File: config.mk
export PLATFORM = sky130hd
export DESIGN_NAME = bram_s1_fifo_ctrl_flat
export DESIGN_NICKNAME = d
export VERILOG_FILES = /design/src/rtl/bram_fifo_pkg.sv /design/src/rtl/bram_s1_fifo_ctrl_if.sv /design/src/rtl/bram_s1_fifo_ctrl.sv /design/src/flat_wrapper.sv
export SDC_FILE = /design/constraint.sdc
export NUM_CORES = 1
export LEC_CHECK = 0
export CORE_UTILIZATION = 39
export DETAILED_ROUTE_END_ITERATION = 8
export GPL_ROUTABILITY_DRIVEN = 0
export MAX_ROUTING_LAYER = met4
export PLACE_DENSITY = 0.74
export SLEW_MARGIN = 25
export SYNTH_ARGS = -nofsm -noshare
export SYNTH_HDL_FRONTEND = slang
export SYNTH_SLANG_ARGS = --single-unit
export TNS_END_PERCENT = 50
File: constraint.sdc
create_clock -name clk_i -period 5.1 [get_ports clk_i]
set_input_delay 0.765 -clock clk_i [delete_from_list [all_inputs] [get_ports clk_i]]
set_output_delay 0.765 -clock clk_i [all_outputs]
set_load 0.005 [all_outputs]
File: src/rtl/bram_fifo_pkg.sv
// rtl/bram_fifo_pkg.sv - geometry and flag thresholds shared by the block-RAM FIFO controllers
package bram_fifo_pkg;
   localparam int ADDR_W_S1        = 14;
   localparam int DEPTH_S1         = 1 << ADDR_W_S1;
   localparam int AFULL_THRESH_S1  = DEPTH_S1 - 4;
   localparam int AEMPTY_THRESH_S1 = 4;
endpackage

File: src/rtl/bram_s1_fifo_ctrl_if.sv
// rtl/bram_s1_fifo_ctrl_if.sv - producer/consumer side of the 16Kx1 FIFO controller
interface bram_s1_fifo_ctrl_if
   import bram_fifo_pkg::*;
#(
   parameter int ADDR_W = ADDR_W_S1
);
   logic              wr_en;
   logic              wr_data;
   logic              full;
   logic              afull;
   logic              wr_err;
   logic              rd_en;
   logic              rd_data;
   logic              rd_valid;
   logic              empty;
   logic              aempty;
   logic              rd_err;
   logic [ADDR_W:0]   count;

   modport master (
      output wr_en, wr_data, rd_en,
      input  full, afull, wr_err, rd_data, rd_valid, empty, aempty, rd_err, count
   );

   modport slave (
      input  wr_en, wr_data, rd_en,
      output full, afull, wr_err, rd_data, rd_valid, empty, aempty, rd_err, count
   );
endinterface

File: src/rtl/bram_s1_fifo_ctrl.sv
// rtl/bram_s1_fifo_ctrl.sv - pointer, occupancy and flag logic in front of a RAMB16_S1_S1
// Port A writes, port B reads; the RAM primitive itself is instantiated by the parent.
module bram_s1_fifo_ctrl
   import bram_fifo_pkg::*;
#(
   parameter int ADDR_W        = ADDR_W_S1,
   parameter int AFULL_THRESH  = AFULL_THRESH_S1,
   parameter int AEMPTY_THRESH = AEMPTY_THRESH_S1
) (
   input  logic                clk_i,
   input  logic                rst_i,
   bram_s1_fifo_ctrl_if.slave  fifo_if,
   output logic [ADDR_W-1:0]   ram_addra_o,
   output logic                ram_dia_o,
   output logic                ram_ena_o,
   output logic                ram_wea_o,
   output logic                ram_ssra_o,
   output logic [ADDR_W-1:0]   ram_addrb_o,
   output logic                ram_enb_o,
   output logic                ram_ssrb_o,
   input  logic                ram_dob_i
);
   localparam int CW = ADDR_W + 1;
   localparam logic [CW-1:0] DEPTH_C  = CW'(2 ** ADDR_W);
   localparam logic [CW-1:0] AFULL_C  = CW'(AFULL_THRESH);
   localparam logic [CW-1:0] AEMPTY_C = CW'(AEMPTY_THRESH);

   logic [ADDR_W-1:0] wr_ptr_q, wr_ptr_d, rd_ptr_q, rd_ptr_d;
   logic [CW-1:0]     count_q, count_d;
   logic              full_q, full_d, afull_q, afull_d;
   logic              empty_q, empty_d, aempty_q, aempty_d;
   logic              wr_err_q, wr_err_d, rd_err_q, rd_err_d;
   logic              rd_valid_q;
   logic              wr_acc, rd_acc;

   // No bypass: a full FIFO refuses writes even when a read drains it in the same cycle,
   // which also guarantees the two RAM ports never hit the same address together.
   assign wr_acc = fifo_if.wr_en & ~full_q;
   assign rd_acc = fifo_if.rd_en & ~empty_q;

   always_comb begin
      wr_ptr_d = wr_ptr_q;
      rd_ptr_d = rd_ptr_q;
      count_d  = count_q;
      if (wr_acc) wr_ptr_d = wr_ptr_q + 1'b1;
      if (rd_acc) rd_ptr_d = rd_ptr_q + 1'b1;
      case ({wr_acc, rd_acc})
         2'b10:   count_d = count_q + 1'b1;
         2'b01:   count_d = count_q - 1'b1;
         default: count_d = count_q;
      endcase
   end

   // Flags look at the next count so they are exact the cycle after the change.
   always_comb begin
      full_d   = (count_d == DEPTH_C);
      afull_d  = (count_d >= AFULL_C);
      empty_d  = (count_d == '0);
      aempty_d = (count_d <= AEMPTY_C);
      wr_err_d = wr_err_q | (fifo_if.wr_en & full_q);
      rd_err_d = rd_err_q | (fifo_if.rd_en & empty_q);
   end

   always_ff @(posedge clk_i) begin
      if (rst_i) begin
         wr_ptr_q   <= '0;
         rd_ptr_q   <= '0;
         count_q    <= '0;
         full_q     <= 1'b0;
         afull_q    <= 1'b0;
         empty_q    <= 1'b1;
         aempty_q   <= 1'b1;
         wr_err_q   <= 1'b0;
         rd_err_q   <= 1'b0;
         rd_valid_q <= 1'b0;
      end else begin
         wr_ptr_q   <= wr_ptr_d;
         rd_ptr_q   <= rd_ptr_d;
         count_q    <= count_d;
         full_q     <= full_d;
         afull_q    <= afull_d;
         empty_q    <= empty_d;
         aempty_q   <= aempty_d;
         wr_err_q   <= wr_err_d;
         rd_err_q   <= rd_err_d;
         rd_valid_q <= rd_acc;
      end
   end

   assign ram_addra_o = wr_ptr_q;
   assign ram_dia_o   = fifo_if.wr_data;
   assign ram_ena_o   = wr_acc & ~rst_i;
   assign ram_wea_o   = wr_acc & ~rst_i;
   assign ram_ssra_o  = rst_i;
   assign ram_addrb_o = rd_ptr_q;
   assign ram_enb_o   = rd_acc & ~rst_i;
   assign ram_ssrb_o  = rst_i;

   assign fifo_if.full     = full_q;
   assign fifo_if.afull    = afull_q;
   assign fifo_if.wr_err   = wr_err_q;
   assign fifo_if.empty    = empty_q;
   assign fifo_if.aempty   = aempty_q;
   assign fifo_if.rd_err   = rd_err_q;
   assign fifo_if.count    = count_q;
   assign fifo_if.rd_valid = rd_valid_q;
   assign fifo_if.rd_data  = ram_dob_i;
endmodule

File: src/flat_wrapper.sv
// flat-port wrapper written by rule: the top's interface ports become plain ports
module bram_s1_fifo_ctrl_flat import bram_fifo_pkg::*;
#(
   parameter int ADDR_W        = ADDR_W_S1,
   parameter int AFULL_THRESH  = AFULL_THRESH_S1,
   parameter int AEMPTY_THRESH = AEMPTY_THRESH_S1
)
  (clk_i, rst_i, ram_addra_o, ram_dia_o, ram_ena_o, ram_wea_o, ram_ssra_o, ram_addrb_o, ram_enb_o, ram_ssrb_o, ram_dob_i, fifo_if_wr_en, fifo_if_wr_data, fifo_if_rd_en, fifo_if_full, fifo_if_afull, fifo_if_wr_err, fifo_if_rd_data, fifo_if_rd_valid, fifo_if_empty, fifo_if_aempty, fifo_if_rd_err, fifo_if_count);
  bram_s1_fifo_ctrl_if #(.ADDR_W(ADDR_W)) fifo_if_i ();
  input  logic clk_i;
  input  logic rst_i;
  output logic [ADDR_W-1:0] ram_addra_o;
  output logic ram_dia_o;
  output logic ram_ena_o;
  output logic ram_wea_o;
  output logic ram_ssra_o;
  output logic [ADDR_W-1:0] ram_addrb_o;
  output logic ram_enb_o;
  output logic ram_ssrb_o;
  input  logic ram_dob_i;
  input wire logic [$bits(fifo_if_i.wr_en)-1:0] fifo_if_wr_en;
  input wire logic [$bits(fifo_if_i.wr_data)-1:0] fifo_if_wr_data;
  input wire logic [$bits(fifo_if_i.rd_en)-1:0] fifo_if_rd_en;
  output wire logic [$bits(fifo_if_i.full)-1:0] fifo_if_full;
  output wire logic [$bits(fifo_if_i.afull)-1:0] fifo_if_afull;
  output wire logic [$bits(fifo_if_i.wr_err)-1:0] fifo_if_wr_err;
  output wire logic [$bits(fifo_if_i.rd_data)-1:0] fifo_if_rd_data;
  output wire logic [$bits(fifo_if_i.rd_valid)-1:0] fifo_if_rd_valid;
  output wire logic [$bits(fifo_if_i.empty)-1:0] fifo_if_empty;
  output wire logic [$bits(fifo_if_i.aempty)-1:0] fifo_if_aempty;
  output wire logic [$bits(fifo_if_i.rd_err)-1:0] fifo_if_rd_err;
  output wire logic [$bits(fifo_if_i.count)-1:0] fifo_if_count;
  assign fifo_if_i.wr_en = fifo_if_wr_en;
  assign fifo_if_i.wr_data = fifo_if_wr_data;
  assign fifo_if_i.rd_en = fifo_if_rd_en;
  assign fifo_if_full = fifo_if_i.full;
  assign fifo_if_afull = fifo_if_i.afull;
  assign fifo_if_wr_err = fifo_if_i.wr_err;
  assign fifo_if_rd_data = fifo_if_i.rd_data;
  assign fifo_if_rd_valid = fifo_if_i.rd_valid;
  assign fifo_if_empty = fifo_if_i.empty;
  assign fifo_if_aempty = fifo_if_i.aempty;
  assign fifo_if_rd_err = fifo_if_i.rd_err;
  assign fifo_if_count = fifo_if_i.count;
  bram_s1_fifo_ctrl #(.ADDR_W(ADDR_W), .AFULL_THRESH(AFULL_THRESH), .AEMPTY_THRESH(AEMPTY_THRESH)) u_core (.clk_i(clk_i), .rst_i(rst_i), .fifo_if(fifo_if_i), .ram_addra_o(ram_addra_o), .ram_dia_o(ram_dia_o), .ram_ena_o(ram_ena_o), .ram_wea_o(ram_wea_o), .ram_ssra_o(ram_ssra_o), .ram_addrb_o(ram_addrb_o), .ram_enb_o(ram_enb_o), .ram_ssrb_o(ram_ssrb_o), .ram_dob_i(ram_dob_i));
endmodule
==> results of run 1 <==
synth_stat cells (all sizes together) (2+ instances only):
cell type | instances | area, µm²
a21o | 2 | 15.0
a32oi | 2 | 17.5
a41o | 2 | 20.0
nand3b | 2 | 15.0
or4 | 3 | 26.3
a2bb2oi | 2 | 17.5
and2 | 2 | 12.5
ha | 5 | 62.6
nand4 | 5 | 31.3
nand2b | 3 | 18.8
dfxtp | 50 | 1000
o211ai | 2 | 15.0
nor3 | 8 | 40.0
nand2 | 26 | 97.6
and3 | 8 | 50.1
inv | 8 | 30.0
a211o | 3 | 26.3
buf | 16 | 93.8
o211a | 2 | 20.0
or2 | 2 | 12.5
mux2i | 2 | 20.0
xor2 | 19 | 166
clkbuf | 17 | 63.8
a2111oi | 3 | 27.5
a211oi | 4 | 30.0
nor2 | 53 | 199
xnor2 | 15 | 131
nor2b | 18 | 113
and4b | 3 | 33.8
o21ai | 21 | 105
o21a | 2 | 15.0
a21oi | 25 | 133
or3 | 8 | 50.1
o21bai | 2 | 15.0
nand4b | 2 | 17.5
nor4 | 6 | 37.5
nand3 | 10 | 50.1
and4 | 3 | 26.3
a31oi | 5 | 31.3
cell type report:
cell class,count,area share
sequential,50,0.270
inverter,8,0.00809
clock buffer,7,0.0233
timing repair buffer,63,0.165
multi-input combinational,297,0.499
clock inverter,1,0.00135
tap,99,0.0334
through the flow:
step           utilization  instances  power [mW]  worst slack, ps
6_report             0.501        525       0.967              709
5_1_grt              0.501        525        1.03              438
4_1_cts              0.501        525       0.972              698
3_5_place_dp         0.489        517       0.742              446
3_3_place_gp         0.489        517       0.739              513
2_1_floorplan            -        388       0.645              769
power breakdown:
group	switching, mW	internal [mW]	total [mW]	leakage, nW
registers	0.0517	0.415	0.466	0.406
clock network	0.119	0.110	0.228	0.0482
logic	0.140	0.133	0.272	0.905
worst min-delay path, cell delays in order (launching register included):
cell     delay [ps]
dfxtp_1         330
a21oi_1          40
nor2_1           70
layer usage:
layer	vias to the layer above	GRT usage	share of wire	wire length, µm
met5	-	-	0	0
met4	0	0.0457	0.011	85
met2	114	0.296	0.47	3550
met3	11	0.0295	0.067	507
li1	1445	-	-	-
met1	1345	0.258	0.45	3400
sequential cells by signal, summed over array words and instances (netlist names):
signal	flops
u_core.ram_addrb_o	14
u_core.fifo_if.count	15
u_core.fifo_if.aempty	1
u_core.fifo_if.rd_err	1
u_core.fifo_if.empty	1
u_core.fifo_if.afull	1
u_core.ram_addra_o	14
u_core.fifo_if.rd_valid	1
u_core.fifo_if.full	1
u_core.fifo_if.wr_err	1
how the worst min path moves through the flow:
stage,end,slack (ps),depth (start not counted)
after floorplan,u_core.fifo_if.rd_err,460,2
after global placement,u_core.fifo_if.wr_err,450,2
after detailed placement,u_core.fifo_if.wr_err,480,2
after CTS,u_core.fifo_if.wr_err,500,2
after global routing,u_core.fifo_if.wr_err,530,2
final,u_core.fifo_if.wr_err,480,2
logic make-up (layout without fill, tap and decap cells):
logic type | count (synthesis) | after routing
xor gates and xnor gates | 34 | 34
and+or+nand+nor | 165 | 165
muxes | 2 | 2
buffers and inverters | 41 | 79
AOI/OAI and AO/OA | 91 | 91
adders and majority gates | 5 | 5
DFF | 50 | 50
==> results.json, run 1 <==
{
  "stdcell_area_mm2": 0.00371,
  "synth_top_family_by_area": "simple AND/OR/NAND/NOR gates",
  "crit_slowest_cell": "or4_4",
  "relSlewSlack": 0.634,
  "setup-violations-final": 0,
  "grt_max_degree": 35,
  "cap_viol_max_count": 0,
  "p_leak_nw": 1.36,
  "yosysSeqAreaShare": 0.329,
  "syn_nets": 399,
  "critPathKind": "input port to flop",
  "seqCellArea_mm2": 0.00100,
  "arrival_ps": 4610,
  "port_buffers": 58,
  "grt_pass1_vias": 2578,
  "max_freq_ghz": 0.228,
  "post_cts_buffers": 0,
  "fin_nets": 436,
  "die-area_mm2": 0.00816,
  "diodes": 0,
  "crit_path_max_incr_delay_ps": 560,
  "skew_ps": 8.00,
  "fp.dieW_um": 90.3,
  "post-route-drc-count": 0,
  "dpl_cell_area_mm2": 0.00362,
  "ant_nets": 0,
  "clkTransAtPathRegs_ps": 80,
  "synth_xor_area_frac": 0.0979,
  "worstHoldStart": "u_core.fifo_if.wr_err",
  "multi_input_area_mm2": 0.00185,
  "grt.overflow.total": 0,
  "r2r-start": "u_core.fifo_if.full",
  "final_cell_mix": "clkdlybuf4s50_1 (57), nor2_1 (53), dfxtp_1 (50)",
  "p_per_area_mw_per_mm2": 260,
  "netlist_area_mm2": 0.00304,
  "maxSlewViolCount": 0,
  "first_pass_iters": 5,
  "synthArstFlopShare": 0,
  "yosys_warnings": 0,
  "wl_mm": 7.54,
  "htree_levels": 2,
  "crit_chain": "clkdlybuf4s50_1, nor2b_1, inv_1, ha_1, xor2_1, ha_1, and4b_4, or4_4, and3_1, a2111oi_1, a211oi_1, or4_1, o21bai_1",
  "r2r_cells": 12,
  "rows": 31,
  "clk_latency_ps": 290,
  "clock_path_buffers": 2,
  "avgViaCountPerCell": 5.55,
  "grtUsageTotal": 0.190,
  "worst_path_dominant_cell_family": "simple AND/OR/NAND/NOR gates",
  "die_y_um": 90.3,
  "r2r_end": "u_core.fifo_if.afull",
  "synthMuxAreaShare": 0.00658,
  "r2r_setup_slack_ps": 1350,
  "ioPinCount": 63,
  "initial_core_util": 0.411,
  "synth_edf_count": 0,
  "first_iter_violations": 271,
  "drive_above_1_share": 0.0493,
  "status": "complete, no violations",
  "ys_ff_latch": 50,
  "critical_path.max_fanout": 6,
  "fill_cells": 695,
  "post_cts_resized": 0,
  "rsz0062_at_grt": "no",
  "final_hold_viol_count": 0,
  "synthCells": 388,
  "hold_buffers": 0,
  "min_path_type": "flop to flop",
  "wire_per_inst_um": 14.4,
  "vias": 2915,
  "fin_crit_ps": 4390,
  "cts_sinks": 50,
  "ys_types": 62,
  "required_ps": 5320,
  "cts_tree": "yes",
  "cp-startpoint": "fifo_if_wr_en",
  "final_common_cell": "clkdlybuf4s50_1",
  "synth-main-ff-cell": "dfxtp_1",
  "worst_hold_slack_ps": 483,
  "cp-end-kind": "flop",
  "synth-adder-area-share": 0.0206,
  "cts_buffers": 5,
  "root_buffer": "clkbuf_8",
  "path_buf_inv": 2,
  "timing.final.crit_share": 0.861,
  "start_kind": "input port",
  "tns_ps": 0,
  "syn_to_final_growth_pct": 22.0,
  "synth-simple-area-share": 0.282,
  "dpl.hpwl_mm": 5.45,
  "cp_num_cells": 13,
  "grt_pass1_wl_mm": 12.5,
  "core_mm2": 0.00741,
  "antenna_found_initial": 0,
  "irDropWorstVdd_mv": 0.159,
  "worstMarginPinSlew_ps": 549,
  "critPathCapture": "u_core.fifo_if.afull",
  "syn_area_per_cell_um2": 7.84,
  "synth_compound_area_frac": 0.202,
  "cpMostUsedCell": "ha_1"
}
(Power assumes the default switching activity.)
==> run 2: changes to the inputs <==
Settings changed: GPL_TIMING_DRIVEN set to 0.
==> run 2 against run 1 <==
Compared with the run above:
- worst hold slack worse by 9.1 ps
- fmax down 11%
- sequential share of layout area down 1.0 points
- flip-flop and latch count unchanged
- die area unchanged
- power up 2.2%
- count of clock-buffer cells in the layout down 2
- via count up 8.5%
- register-to-register slack worse by 520 ps
- cell count up 5.5%
- largest power group unchanged
- highest routed layer unchanged
==> results.json, run 2 (synthesis results as in run 1) <==
{
  "avgViaCountPerCell": 5.71,
  "grt_pass1_wl_mm": 13.7,
  "diodes": 0,
  "required_ps": 5350,
  "fin_nets": 465,
  "ioPinCount": 63,
  "worstMarginPinSlew_ps": 553,
  "core_mm2": 0.00741,
  "status": "complete, no violations",
  "initial_core_util": 0.411,
  "start_kind": "input port",
  "maxSlewViolCount": 0,
  "p_sw_frac": 0.339,
  "finalNonFillerCells": 554,
  "fp.dieW_um": 90.3,
  "fin_util": 0.521,
  "final_hold_viol_count": 0,
  "dpl.hpwl_mm": 6.16,
  "dp_cells": 546,
  "wire_per_inst_um": 15.1,
  "relSlewSlack": 0.631,
  "irDropWorstVdd_mv": 0.165,
  "post-route-drc-count": 0,
  "die_y_um": 90.3,
  "pwr-share-seq": 0.447,
  "cts_sinks": 50,
  "hold_buffers": 0,
  "vias": 3164,
  "ant_nets": 0,
  "critPathKind": "input port to flop",
  "cts_buffers": 5,
  "grtUsageTotal": 0.211,
  "p_per_area_mw_per_mm2": 256,
  "first_pass_iters": 5,
  "root_buffer": "clkbuf_8",
  "timing.final.crit_share": 0.962,
  "grt_pass1_vias": 2807,
  "antenna_found_initial": 0,
  "skew_ps": 6.51,
  "rows": 31,
  "final_common_cell": "clkdlybuf4s50_1",
  "post_cts_buffers": 0,
  "drive_above_1_share": 0.0791,
  "clkPwrFrac": 0.232,
  "post_cts_resized": 2,
  "dpl_cell_area_mm2": 0.00376,
  "internal-power_uw": 654,
  "cap_viol_max_count": 0,
  "busiest_layer": "met2",
  "port_buffers": 59,
  "grt.overflow.total": 0,
  "fin_crit_ps": 4910,
  "syn_to_final_growth_pct": 26.9,
  "clk_latency_ps": 300,
  "p_sw_uw": 335,
  "final_cell_mix": "clkdlybuf4s50_1 (59), nor2_1 (53), dfxtp_1 (50)",
  "power_frac_comb": 0.321,
  "wl_mm": 8.38,
  "critical_path.max_fanout": 10,
  "largest_register_ffs": 15,
  "die-area_mm2": 0.00816,
  "min_path_type": "flop to flop",
  "grt_use_met2": 0.324,
  "use_met1": 0.279,
  "p_leak_nw": 1.44,
  "cp-end-kind": "flop",
  "arrival_ps": 5160,
  "first_iter_violations": 266,
  "grt_use_met3": 0.0354,
  "cts_tree": "yes",
  "clock_path_buffers": 2,
  "grt_max_degree": 17,
  "htree_levels": 2,
  "clkTransAtPathRegs_ps": 90,
  "tns_ps": 0,
  "setup-violations-final": 0,
  "max_freq_ghz": 0.204,
  "stdcell_area_mm2": 0.00386
}
## run 2: cell count changes in the layout (fill, tap and decap cells not counted), sizes merged
cell	before	now
clkbuf	7	22
buf	6	16
clkdlybuf4s50	57	59
clkinv	1	2
clkinvlp	0	1
## run 2: final timing paths
kind	startpoint	endpoint	slack, ps	cells after the start
max reg2reg	u_core.fifo_if.full	u_core.fifo_if.full	830	16
min reg2reg	u_core.fifo_if.wr_err	u_core.fifo_if.wr_err	470	2
min	u_core.fifo_if.wr_err	u_core.fifo_if.wr_err	470	2
max	fifo_if_wr_en	u_core.fifo_if.full	190	17
## run 2: metrics by stage
step           total power [mW]  worst slack, ps  hold slack, ps
2_1_floorplan             0.645              769             460
4_1_cts                   0.990             50.8             480
6_report                  0.989              192             474
3_3_place_gp              0.754             -348             448
3_5_place_dp              0.758             -343             456
5_1_grt                    1.05            -13.0             519
## run 2: layout make-up
cell class | count | area [µm²]
Buffer | 33 | 160
Clock buffer | 5 | 68.8
Clock inverter | 3 | 21.3
Fill cell | 715 | 3550
Inverter | 8 | 30.0
Multi-Input combinational cell | 297 | 1870
Sequential cell | 50 | 1000
Tap cell | 99 | 124
Timing Repair Buffer | 59 | 591
## run 2: power groups by stage
| stage | Combinational (mW) | Clock [mW] | Sequential [mW] |
|---|---|---|---|
| 2_1_floorplan | 0.199 | 0 | 0.446 |
| 3_3_place_gp | 0.304 | 0 | 0.450 |
| 3_5_place_dp | 0.308 | 0 | 0.450 |
| 4_1_cts | 0.312 | 0.237 | 0.441 |
| 5_1_grt | 0.350 | 0.259 | 0.445 |
| 6_report | 0.318 | 0.229 | 0.442 |
## run 2: critical path, cell delays in order
cell and delay, ps:
clkdlybuf4s50_1 470, nor2b_2 250, inv_1 170, ha_1 230
buf_4 160, clkbuf_2 190, buf_2 230, xor2_1 180
ha_1 260, and4b_4 250, or4_4 570, a211oi_1 320
a2111oi_2 90, a211oi_2 300, nand4b_1 150, nor3_1 320
and4_1 240
## run 2: layer usage
metal | routed length (µm) | vias to the layer above
li1 | - | 1516
met1 | 3900 | 1497
met2 | 3830 | 132
met3 | 478 | 19
met4 | 165 | 0
met5 | 0 | -
==> run 3: changes to the inputs <==
Clock period 5.1 ns to 4.6 ns, I/O delays scaled along.
==> run 3 against run 2 <==
Compared with the run above:
- setup slack got worse by 45 ps
- critical path depth decreased by 2
- routed wire length increased by 0.50%
- global-route usage unchanged
- register-to-register slack got worse by 130 ps
- cell count decreased by 0.18%
- largest power group unchanged
- highest routed layer unchanged
- non-clock buffer count decreased by 1
- via count decreased by 0.25%
- design area increased by 0.94%
- core utilization increased by 0.49 points
==> results.json, run 3 (synthesis results as in run 1) <==
{
  "fill_cells": 712,
  "p_leak_nw": 1.45,
  "dpl_cell_area_mm2": 0.00376,
  "crit_path_max_incr_delay_ps": 570,
  "critPathKind": "input port to flop",
  "arrival_ps": 4690,
  "maxSlewViolCount": 0,
  "largest_register_ffs": 15,
  "cts_tree": "yes",
  "worstMarginPinSlew_ps": 588,
  "cts_buffers": 5,
  "port_buffers": 59,
  "crit_slowest_cell": "or4_4",
  "diodes": 0,
  "min_path_type": "flop to flop",
  "die-area_mm2": 0.00816,
  "first_pass_iters": 5,
  "path_buf_inv": 4,
  "stdcell_area_mm2": 0.00390,
  "first_iter_violations": 318,
  "hold_buffers": 0,
  "vias": 3156,
  "worst_path_dominant_cell_family": "simple AND/OR/NAND/NOR gates",
  "fp.dieW_um": 90.3,
  "skew_ps": 6.39,
  "grt_pass1_wl_mm": 13.7,
  "root_buffer": "clkbuf_8",
  "dpl.hpwl_mm": 6.16,
  "critical_path.max_fanout": 19,
  "htree_levels": 2,
  "status": "complete, no violations",
  "final_common_cell": "clkdlybuf4s50_1",
  "max_freq_ghz": 0.225,
  "grt.overflow.total": 0,
  "grtUsageTotal": 0.211,
  "cp-end-kind": "flop",
  "core_mm2": 0.00741,
  "irDropWorstVdd_mv": 0.182,
  "final_cell_mix": "clkdlybuf4s50_1 (59), nor2_1 (53), dfxtp_1 (50)",
  "final_hold_viol_count": 0,
  "clock_path_buffers": 2,
  "cap_viol_max_count": 0,
  "post_cts_buffers": 0,
  "wire_per_inst_um": 15.2,
  "rsz0062_at_grt": "no",
  "initial_core_util": 0.411,
  "required_ps": 4830,
  "clk_latency_ps": 300,
  "rows": 31,
  "antenna_found_initial": 0,
  "fin_nets": 464,
  "die_y_um": 90.3,
  "ant_nets": 0,
  "tns_ps": 0,
  "grt_max_degree": 20,
  "setup-violations-final": 0,
  "ioPinCount": 63,
  "relSlewSlack": 0.608,
  "drive_above_1_share": 0.0859,
  "start_kind": "input port",
  "avgViaCountPerCell": 5.71,
  "clkTransAtPathRegs_ps": 90,
  "fin_crit_ps": 4450,
  "timing.final.crit_share": 0.968,
  "post-route-drc-count": 0,
  "syn_to_final_growth_pct": 28.1,
  "wl_mm": 8.42,
  "cts_sinks": 50,
  "crit_chain": "clkdlybuf4s50_1, nor2b_4, inv_1, ha_1, buf_4, buf_4, xor2_1, ha_1, and4b_4, or4_4, and3_1, a2111oi_4, a211oi_2, or4_1, o21bai_1",
  "grt_pass1_vias": 2803,
  "p_per_area_mw_per_mm2": 283
}
==> run 3: path summary, 6_finish.rpt <==
| path | cells past startpoint | startpoint | slack, ps | end |
|---|---|---|---|---|
| worst max-delay path | 15 | fifo_if_wr_en | 150 | u_core.fifo_if.afull |
| worst min-delay path | 2 | u_core.fifo_if.wr_err | 470 | u_core.fifo_if.wr_err |
| worst max register to register | 14 | u_core.fifo_if.full | 700 | u_core.fifo_if.afull |
| worst min register to register | 2 | u_core.fifo_if.wr_err | 470 | u_core.fifo_if.wr_err |
==> run 3: layout make-up <==
| cell class | count | area, µm² | area share |
|---|---|---|---|
| sequential | 50 | 1000 | 0.257 |
| clock inverter | 3 | 21.3 | 0.00546 |
| timing repair buffer | 59 | 591 | 0.152 |
| inverter | 8 | 30.0 | 0.00770 |
| multi-input combinational | 297 | 1900 | 0.489 |
| buffer | 32 | 158 | 0.0404 |
| clock buffer | 5 | 68.8 | 0.0177 |
| tap | 99 | 124 | 0.0318 |
==> run 3: power by group <==
part	internal (mW)	total [mW]	switching (mW)
Sequential	0.460	0.490	0.0300
Combinational	0.161	0.359	0.198
Clock	0.107	0.254	0.147
Total	0.728	1.10	0.375
==> run 3: routing by layer <==
| metal | vias to the layer above | share of wire | GRT usage |
|---|---|---|---|
| met1 | 1501 | 0.46 | 0.278 |
| met2 | 130 | 0.46 | 0.329 |
| met4 | 0 | 0.017 | 0.0659 |
| met3 | 17 | 0.057 | 0.0354 |
| li1 | 1508 | - | - |
| met5 | - | 0 | - |
==> run 3: what timing repair did <==
item	in CTS	in global routing
gates cloned	0	0
gates resized for setup	6	8
endpoints found under the hold margin	0	0
setup endpoints to repair	5	4
==> run 3: through the flow <==
step | power [mW] | worst slack (ps) | instances | utilization | hold WS [ps]
after floorplan | 0.715 | 344 | 388 | - | 460
after global placement | 0.836 | -773 | 546 | 0.507 | 448
after detailed placement | 0.841 | -768 | 546 | 0.507 | 456
after CTS | 1.10 | 7.22 | 553 | 0.521 | 480
after global routing | 1.18 | 6.74 | 553 | 0.526 | 519
final | 1.10 | 147 | 553 | 0.526 | 474
==> run 3: tightest hold or removal path: stages, from the launching register on <==
cell     delay (ps)
dfxtp_1         340
a21oi_1          40
nor2_1           70
